--- config.mk ---
export PLATFORM = sky130hd
export DESIGN_NAME = branch_redirect_flat
export DESIGN_NICKNAME = d
export VERILOG_FILES = /design/src/rtl/branch_redirect_if.sv /design/src/rtl/branch_redirect.sv /design/src/flat_wrapper.sv
export SDC_FILE = /design/constraint.sdc
export NUM_CORES = 1
export LEC_CHECK = 0
export BUFFER_PORTS_ARGS = -buffer_cell sky130_fd_sc_hd__buf_2
export CAP_MARGIN = 20
export CELL_PAD_IN_SITES_DETAIL_PLACEMENT = 1
export CELL_PAD_IN_SITES_GLOBAL_PLACEMENT = 1
export CORE_MARGIN = 10
export CORE_UTILIZATION = 40
export CTS_CLUSTER_DIAMETER = 150
export DETAILED_ROUTE_END_ITERATION = 8
export HOLD_SLACK_MARGIN = 0.12
export PLACE_DENSITY = 0.92
export SYNTH_ARGS = -nofsm -noshare
export SYNTH_HDL_FRONTEND = slang
export SYNTH_SLANG_ARGS = --single-unit
export TNS_END_PERCENT = 20
--- constraint.sdc ---
create_clock -name clk -period 4.6 [get_ports clk]
set_input_delay 0 -clock clk [delete_from_list [all_inputs] [get_ports clk]]
set_output_delay 0 -clock clk [all_outputs]
set_load 0.02 [all_outputs]
--- src/rtl/branch_redirect_if.sv ---
// ============================================================================
// branch_redirect_if
// EX-stage control-transfer bus and fetch redirect/flush/link/exception bus.
// Rev 1.0 - initial release
// ============================================================================
`default_nettype none

interface branch_redirect_if;
   logic        ex_valid;
   logic        ex_token;
   logic        ex_is_jump;
   logic        ex_is_jalr;
   logic [31:0] ex_pc;
   logic [31:0] ex_op1;
   logic [31:0] ex_imm;
   logic        ex_ready;
   logic        redir_valid;
   logic [31:0] redir_target;
   logic        redir_ready;
   logic        flush;
   logic        link_valid;
   logic [31:0] link_data;
   logic        misalign_exc;

   modport slave (
      input  ex_valid, ex_token, ex_is_jump, ex_is_jalr, ex_pc, ex_op1, ex_imm, redir_ready,
      output ex_ready, redir_valid, redir_target, flush, link_valid, link_data, misalign_exc
   );

   modport master (
      output ex_valid, ex_token, ex_is_jump, ex_is_jalr, ex_pc, ex_op1, ex_imm, redir_ready,
      input  ex_ready, redir_valid, redir_target, flush, link_valid, link_data, misalign_exc
   );
endinterface

`default_nettype wire

--- src/rtl/branch_redirect.sv ---
// ============================================================================
// branch_redirect
// Resolves taken control transfers in EX into a fetch redirect plus pipeline flush.
// Rev 1.0 - initial release
// ============================================================================
`default_nettype none

module branch_redirect #(
   parameter int FLUSH_CYCLES = 2
) (
   input  logic              clk,
   input  logic              rst,
   branch_redirect_if.slave  bus
);

   localparam logic [1:0] ST_IDLE     = 2'd0;
   localparam logic [1:0] ST_REDIRECT = 2'd1;
   localparam logic [1:0] ST_FLUSH    = 2'd2;
   localparam logic [3:0] CNT_LOAD    = 4'(FLUSH_CYCLES - 1);

   logic [1:0]  state;
   logic [1:0]  state_nxt;
   logic [3:0]  cnt;
   logic [3:0]  cnt_nxt;
   logic [31:0] base;
   logic [31:0] sum;
   logic [31:0] target;
   logic [31:0] link_addr;
   logic        accept;
   logic        misaligned;
   logic        take_redirect;
   logic [31:0] target_q;
   logic        link_valid_q;
   logic [31:0] link_data_q;
   logic        misalign_q;

   // JALR clears bit 0 of the sum; only bit 1 decides misalignment
   always_comb begin
      base          = bus.ex_is_jalr ? bus.ex_op1 : bus.ex_pc;
      sum           = base + bus.ex_imm;
      target        = {sum[31:1], sum[0] & ~bus.ex_is_jalr};
      link_addr     = bus.ex_pc + 32'd4;
      accept        = bus.ex_valid && (state == ST_IDLE);
      misaligned    = accept && bus.ex_token && target[1];
      take_redirect = accept && bus.ex_token && !target[1];
   end

   always_ff @(posedge clk or posedge rst) begin
      if (rst) begin
         state        <= ST_IDLE;
         cnt          <= 4'd0;
         target_q     <= 32'd0;
         link_valid_q <= 1'b0;
         link_data_q  <= 32'd0;
         misalign_q   <= 1'b0;
      end else begin
         state        <= state_nxt;
         cnt          <= cnt_nxt;
         link_valid_q <= accept && bus.ex_is_jump && !misaligned;
         misalign_q   <= misaligned;
         if (take_redirect) begin
            target_q <= target;
         end
         if (accept) begin
            link_data_q <= link_addr;
         end
      end
   end

   always_comb begin
      state_nxt = state;
      cnt_nxt   = cnt;
      case (state)
         ST_IDLE: begin
            if (take_redirect) begin
               state_nxt = ST_REDIRECT;
            end
         end
         ST_REDIRECT: begin
            if (bus.redir_ready) begin
               state_nxt = ST_FLUSH;
               cnt_nxt   = CNT_LOAD;
            end
         end
         ST_FLUSH: begin
            if (cnt == 4'd0) begin
               state_nxt = ST_IDLE;
            end else begin
               cnt_nxt = cnt - 4'd1;
            end
         end
         default: begin
            state_nxt = ST_IDLE;
            cnt_nxt   = 4'd0;
         end
      endcase
   end

   // Decoded straight from state so an asynchronous reset drops them at once
   always_comb begin
      bus.ex_ready     = (state == ST_IDLE);
      bus.redir_valid  = (state == ST_REDIRECT);
      bus.flush        = (state == ST_REDIRECT) || (state == ST_FLUSH);
      bus.redir_target = target_q;
      bus.link_valid   = link_valid_q;
      bus.link_data    = link_data_q;
      bus.misalign_exc = misalign_q;
   end

endmodule

`default_nettype wire
--- src/flat_wrapper.sv ---
// flat-port wrapper written by rule: the top's interface ports become plain ports
module branch_redirect_flat 
#(
   parameter int FLUSH_CYCLES = 2
)
  (clk, rst, bus_ex_valid, bus_ex_token, bus_ex_is_jump, bus_ex_is_jalr, bus_ex_pc, bus_ex_op1, bus_ex_imm, bus_redir_ready, bus_ex_ready, bus_redir_valid, bus_redir_target, bus_flush, bus_link_valid, bus_link_data, bus_misalign_exc);
  branch_redirect_if bus_i ();
  input  logic clk;
  input  logic rst;
  input wire logic [$bits(bus_i.ex_valid)-1:0] bus_ex_valid;
  input wire logic [$bits(bus_i.ex_token)-1:0] bus_ex_token;
  input wire logic [$bits(bus_i.ex_is_jump)-1:0] bus_ex_is_jump;
  input wire logic [$bits(bus_i.ex_is_jalr)-1:0] bus_ex_is_jalr;
  input wire logic [$bits(bus_i.ex_pc)-1:0] bus_ex_pc;
  input wire logic [$bits(bus_i.ex_op1)-1:0] bus_ex_op1;
  input wire logic [$bits(bus_i.ex_imm)-1:0] bus_ex_imm;
  input wire logic [$bits(bus_i.redir_ready)-1:0] bus_redir_ready;
  output wire logic [$bits(bus_i.ex_ready)-1:0] bus_ex_ready;
  output wire logic [$bits(bus_i.redir_valid)-1:0] bus_redir_valid;
  output wire logic [$bits(bus_i.redir_target)-1:0] bus_redir_target;
  output wire logic [$bits(bus_i.flush)-1:0] bus_flush;
  output wire logic [$bits(bus_i.link_valid)-1:0] bus_link_valid;
  output wire logic [$bits(bus_i.link_data)-1:0] bus_link_data;
  output wire logic [$bits(bus_i.misalign_exc)-1:0] bus_misalign_exc;
  assign bus_i.ex_valid = bus_ex_valid;
  assign bus_i.ex_token = bus_ex_token;
  assign bus_i.ex_is_jump = bus_ex_is_jump;
  assign bus_i.ex_is_jalr = bus_ex_is_jalr;
  assign bus_i.ex_pc = bus_ex_pc;
  assign bus_i.ex_op1 = bus_ex_op1;
  assign bus_i.ex_imm = bus_ex_imm;
  assign bus_i.redir_ready = bus_redir_ready;
  assign bus_ex_ready = bus_i.ex_ready;
  assign bus_redir_valid = bus_i.redir_valid;
  assign bus_redir_target = bus_i.redir_target;
  assign bus_flush = bus_i.flush;
  assign bus_link_valid = bus_i.link_valid;
  assign bus_link_data = bus_i.link_data;
  assign bus_misalign_exc = bus_i.misalign_exc;
  branch_redirect #(.FLUSH_CYCLES(FLUSH_CYCLES)) u_core (.clk(clk), .rst(rst), .bus(bus_i));
endmodule
== After elaboration in Yosys (flattened, before gate mapping) ==
Index checks and enable logic that the tools add are counted.

* Bits in registers: 72
* Input bits: 103
* Output and inout port bits: 69

* Add/subtract/negate cells: 3
* Equality and inequality tests: 6
* Mux-type cells: 8
* Bitwise operators: 3
* Reductions and logical operators: 13

{| class="wikitable"
|+ Operators by type and width
! operator !! number
|-
| $add 32x3->32 const B || 1
|-
| $add 32x32->32 || 1
|-
| $mux 32 || 1
|-
| $pmux 4 s3 || 1
|-
| $mux 4 || 2
|-
| $logic_and 1x1->1 || 6
|-
| $mux 2 || 3
|-
| $pmux 2 s3 || 1
|-
| $reduce_and 3->1 || 2
|-
| $logic_not 4->1 || 1
|-
| $ne 2x1->1 const B || 2
|-
| $ne 2x2->1 const B || 2
|-
| $sub 4x1->4 const B || 1
|-
| $eq 2x1->1 const B || 1
|-
| $eq 2x2->1 const B || 1
|-
| $logic_not 1->1 || 2
|-
| $logic_not 2->1 || 1
|-
| $not 1->1 || 2
|-
| $and 1x1->1 || 1
|-
| $logic_or 1x1->1 || 1
|}

== Logic depth before layout (Yosys ltp) ==
* Depth in word-level cells: 6
* Mapped depth: 14
* Gate-level depth less buffers: 13

== Worst setup path before layout ==
OpenSTA, ideal clock, no wires.

* Kind: input to register
* Start: in bus_ex_is_jalr
* End: reg u_core.target_q[30], in the netlist u_core.bus.redir_target[30]
* Library setup time: 0.131 ns
* Arrival: 3.566 ns
* Setup slack: 0.903 ns
* Cell stages on the path: 13
* Cells stage by stage: clkbuf_1 > buf_1 > mux2_2 > ha_1 > a211oi_2 > nor2_1 > or3b_1 > a221o_1 > o41a_1 > a41oi_2 > o41ai_1 > and4_4 > or3_1

* Longest elaborated chain between the ends: 4

{| class="wikitable"
|+ Ends and longest elaborated chain
! what !! RTL line !! RTL
|-
| from (decl) || flat_wrapper.sv:13 || <nowiki>input wire logic [$bits(bus_i.ex_is_jalr)-1:0] bus_ex_is_jalr;</nowiki>
|-
| $mux 32 (*) || branch_redirect.sv:39 || <nowiki>base = bus.ex_is_jalr ? bus.ex_op1 : bus.ex_pc;</nowiki>
|-
| $add 32x32->32 (*) || branch_redirect.sv:40 || <nowiki>sum = base + bus.ex_imm;</nowiki>
|-
| $logic_not 1->1 || branch_redirect.sv:45 || <nowiki>take_redirect = accept && bus.ex_token && !target[1];</nowiki>
|-
| $logic_and 1x1->1 || branch_redirect.sv:45 ||
|-
| to (signal assigned) || branch_redirect.sv:62 || <nowiki>target_q <= target;</nowiki>
|-
| to (decl) || branch_redirect.sv:32 || <nowiki>logic [31:0] target_q;</nowiki>
|}

Every way passes the cells marked *; elsewhere a longest branch is shown, timed or not.
A chain may end at the register's enable or synchronous reset.

== Worst setup path after layout ==
* Start: in bus_ex_pc[0]
* End: reg u_core.target_q[30], in the netlist u_core.bus.redir_target[30]

* Longest elaborated chain between the ends: 4

{| class="wikitable"
|+ Ends and longest elaborated chain
! what !! RTL line !! RTL
|-
| from (decl) || flat_wrapper.sv:14 || <nowiki>input wire logic [$bits(bus_i.ex_pc)-1:0] bus_ex_pc;</nowiki>
|-
| $mux 32 (*) || branch_redirect.sv:39 ||
|-
| $add 32x32->32 (*) || branch_redirect.sv:40 ||
|-
| $logic_not 1->1 || branch_redirect.sv:45 ||
|-
| $logic_and 1x1->1 || branch_redirect.sv:45 ||
|}

Marks and branches as above.

==> impl_results.md <==
- Hpwl dp: 15640 um
- Asr flop ratio synth: 100.0%
- Cell Chain, Critical Path: dlygate4sd3_1, buf_2, mux2_2, ha_1, inv_1, fa_1, nor2b_1, o31ai_1, a311oi_1, o2111a_1, o41a_1, a41oi_2, o41ai_1, nor4_1, or3_1
- Clock root buffer: clkbuf_16
- Avg WL per Cell: 21.79 um
- FF+latch count, synth: 72
- Htree depth: 3
- Vias in the first global route: 6014
- GRT Total Usage: 23.55%
- Hold Buf Count CTS: 40
- Number of max-cap violations: 0
- Kind of cell adding the most delay to the critical path: compound AO/OA/AOI/OAI gates
- WS Path Type: in2reg
- Syn-to-layout area delta: 32.98%
- Critical path arrival: 3.85 ns
- Fmax: 275.1 MHz
- Starting Density: 40.68%
- Clk buf depth: 2
- FF/Latch Area: 1802 um2
- IO Port Bufs: 171
- Initial DRC count: 434
- Routed via count: 5362
- Clock Skew: 0.002809 ns
- Finish-stage setup viols: 0
- Post-CTS sizing: 0
- RSZ-0062 raised after global routing: no
- CTS tree: done
- Worst Path Buf+Inv: 3
- Leakage: 3.345 nW
- Gr ovfl total: 0
- Die Ht: 133.3 um
- Drt total wl: 21400 um
- Post-route DRC: 0
- Count of different cell masters after synthesis: 55
- Status: complete, no violations
- Sum of negative setup slack: 0 ns
- Die area: 17770 um2
- Post-layout util: 54.09%
- Clk_lat worst skew: 0.34 ns
- Avg Cell Area, Syn: 8.585 um2
- Post-DP Area: 6123 um2
- VDD IR max: 0.2508 mV
- Hold/Removal Path Class: in2reg
- Clock slew at reported path FFs: 0.06 ns
- Vias per inst: 5.460
- Die W: 133.3 um
- Number of synthesis warnings: 0
- Relative slew margins: 56.10%
- Register area share after synthesis: 35.10%
- Final count of hold timing violations: 0
- Final #Nets: 941
- ANT nets after route: 0
- FILL cells: 1558
- Yosys top cell by area: dfrtp_1
- Num CTS Buffers: 9
- DR pass1 iterations: 5
- EDFF count, synth: 0
- Yosys top cell area share: 35.10%
- Clock tree sinks: 72
- Final Cell Area: 6827 um2
- IO Pins: 172
- CP Data Required Time: 4.82 ns
- Area of the multi-input gates: 3142 um2
- Crit end category: flop
- Fin crit share: 79.02%
- Tmin final: 3.635 ns
- RePlAce Congestion: 0.8974
- Synth Cell Area: 5134 um2
- Initial antenna violation count: 5
- Largest net degree at the start of global routing: 62
- Fin. max-slew vios: 0
- Syn_nets: 739
- Pwr dens: 515.5 nW/um2
- Ys flop type: dfrtp_1
- Worst path slowest cell: dlygate4sd3_1
- Slew @ Worst Pin: 0.6576 ns
- Syn Inst Count: 598
- # rows: 41
- Worst-path fanout max: 3
- Global-route wire length before repair: 33440 um
- Max incr delay on CP: 0.52 ns
- CP startpoint kind: primary input
- Setup Buffers After CTS: 0
- Fraction of layout cells with a size suffix above 1: 28.07%
- Top post-synthesis cells by area: dfrtp_1, ha_1, nand2_1
- Core area: 12620 um2
[cells in the final DEF (no fill, tap or decap), drive strengths merged, types with 2 or more instances in the layout]
master and instances:
xnor2 31, xor2 23, and3 7, nor3 5, nand2b 3, mux2 25
nand4 12, dfrtp 72, or2 4, o41ai 3, clkinvlp 3, a21oi 25
nor2 30, mux2i 3, and2 4, ha 37, nand2 111, nor2b 3
diode 5, buf 175, a211o 2, o21ai 76, nand3 15, a21o 14
a211oi 4, o21a 5, clkbuf 11, o31ai 6, or3 4, and4 2
nor3b 4, inv 21, dlygate4sd3 40, a31oi 6, o21bai 3
[cell usage after synthesis, drive strengths merged (4+ instances only)]
master and count:
clkbuf 19, o21ai 76, and2 4, dfrtp 72, nand2 111, o31ai 6
xnor2 31, ha 37, nor3b 4, or3 4, xor2 23, buf 5
or2 4, nor2 30, nand4 12, a21oi 25, o21a 5, a31oi 6
nor3 5, inv 21, a211oi 4, mux2 25, a21o 14, and3 7
nand3 15
[kinds of logic (layout without fill, tap and decap cells)]
family / count (synthesis) / count (layout) / share of synthesized area [%]
AO/OA/AOI/OAI: 153 / 153 / 18.01
XOR/XNOR: 54 / 54 / 9.213
adder cells (fa/ha/maj): 38 / 38 / 9.408
buffers and inverters: 45 / 252 / 3.802
flip-flops: 72 / 72 / 35.10
multiplexers: 28 / 28 / 6.069
other: 0 / 5 / 0
AND/OR/NAND/NOR: 208 / 208 / 18.40
[metrics by stage]
| step | total power (W) | cells | hold WS, ns | worst slack, ns |
|---|---|---|---|---|
| 2_1_floorplan | 0.002115 | 598 | 0.1054 | 0.9028 |
| 3_3_place_gp | 0.002650 | 921 | 0.1056 | 0.9860 |
| 3_5_place_dp | 0.002746 | 921 | 0.1245 | 0.8507 |
| 4_1_cts | 0.003502 | 977 | 0.1271 | 1.015 |
| 5_1_grt | 0.003746 | 982 | 0.1474 | 0.7965 |
| 6_report | 0.003519 | 982 | 0.1382 | 0.9649 |
[worst paths after layout]
| kind | slack [ns] | depth (start not counted) | endpoint | start |
|---|---|---|---|---|
| min in group asynchronous | 0.29 | 3 | u_core.bus.link_data[2]$_DFFE_PP0P_ | rst |
| max reg2reg | 2.05 | 8 | u_core.state[1]$_DFFE_PP0P_ | u_core.state[0]$_DFFE_PP0P_ |
| max | 0.96 | 15 | u_core.bus.redir_target[30]$_DFFE_PP0P_ | bus_ex_pc[0] |
| max in group asynchronous | 3.24 | 4 | u_core.bus.link_data[0]$_DFFE_PP0P_ | rst |
| min reg2reg | 0.48 | 2 | u_core.bus.link_data[13]$_DFFE_PP0P_ | u_core.bus.link_data[13]$_DFFE_PP0P_ |
| min | 0.14 | 4 | u_core.bus.link_data[6]$_DFFE_PP0P_ | bus_ex_pc[6] |
[state kept, by name, indices dropped and copies added (netlist names)]
name                     flops
u_core.bus.link_data        32
u_core.bus.link_valid        1
u_core.state                 2
u_core.bus.misalign_exc      1
u_core.cnt                   4
u_core.bus.redir_target     32
[cell type report]
class,count,area share [%]
multi-input combinational,481,46.02
sequential,72,26.39
timing repair buffer,215,18.84
clock buffer,11,3.409
tap,172,3.152
inverter,21,1.155
clock inverter,5,0.8431
antenna,5,0.1833
[metal layers]
metal	share of wire, %	up-vias	GRT usage (%)
met5	0	-	0
met4	4.1	0	11.73
met3	4.3	59	4.286
met2	50	171	40.69
met1	41	2625	27.31
li1	-	2507	-
[worst min-delay path, delay by kind of cell]
| kind | cells | cell delay, ns |
|---|---|---|
| xor+xnor | 1 | 0.17 |
| compound gates | 1 | 0.09 |
| buf+inv | 2 | 0.17 |
[power by group]
group	switching, W	leakage [nW]	total, W	internal [W]
sequential	0.000190	0.902	0.00111	0.000924
combinational	0.00112	2.31	0.00170	0.000581
clock	0.000284	0.132	0.000703	0.000419
total	0.00160	3.34	0.00352	0.00192
No activity file was read; power rests on OpenSTA's default activity.
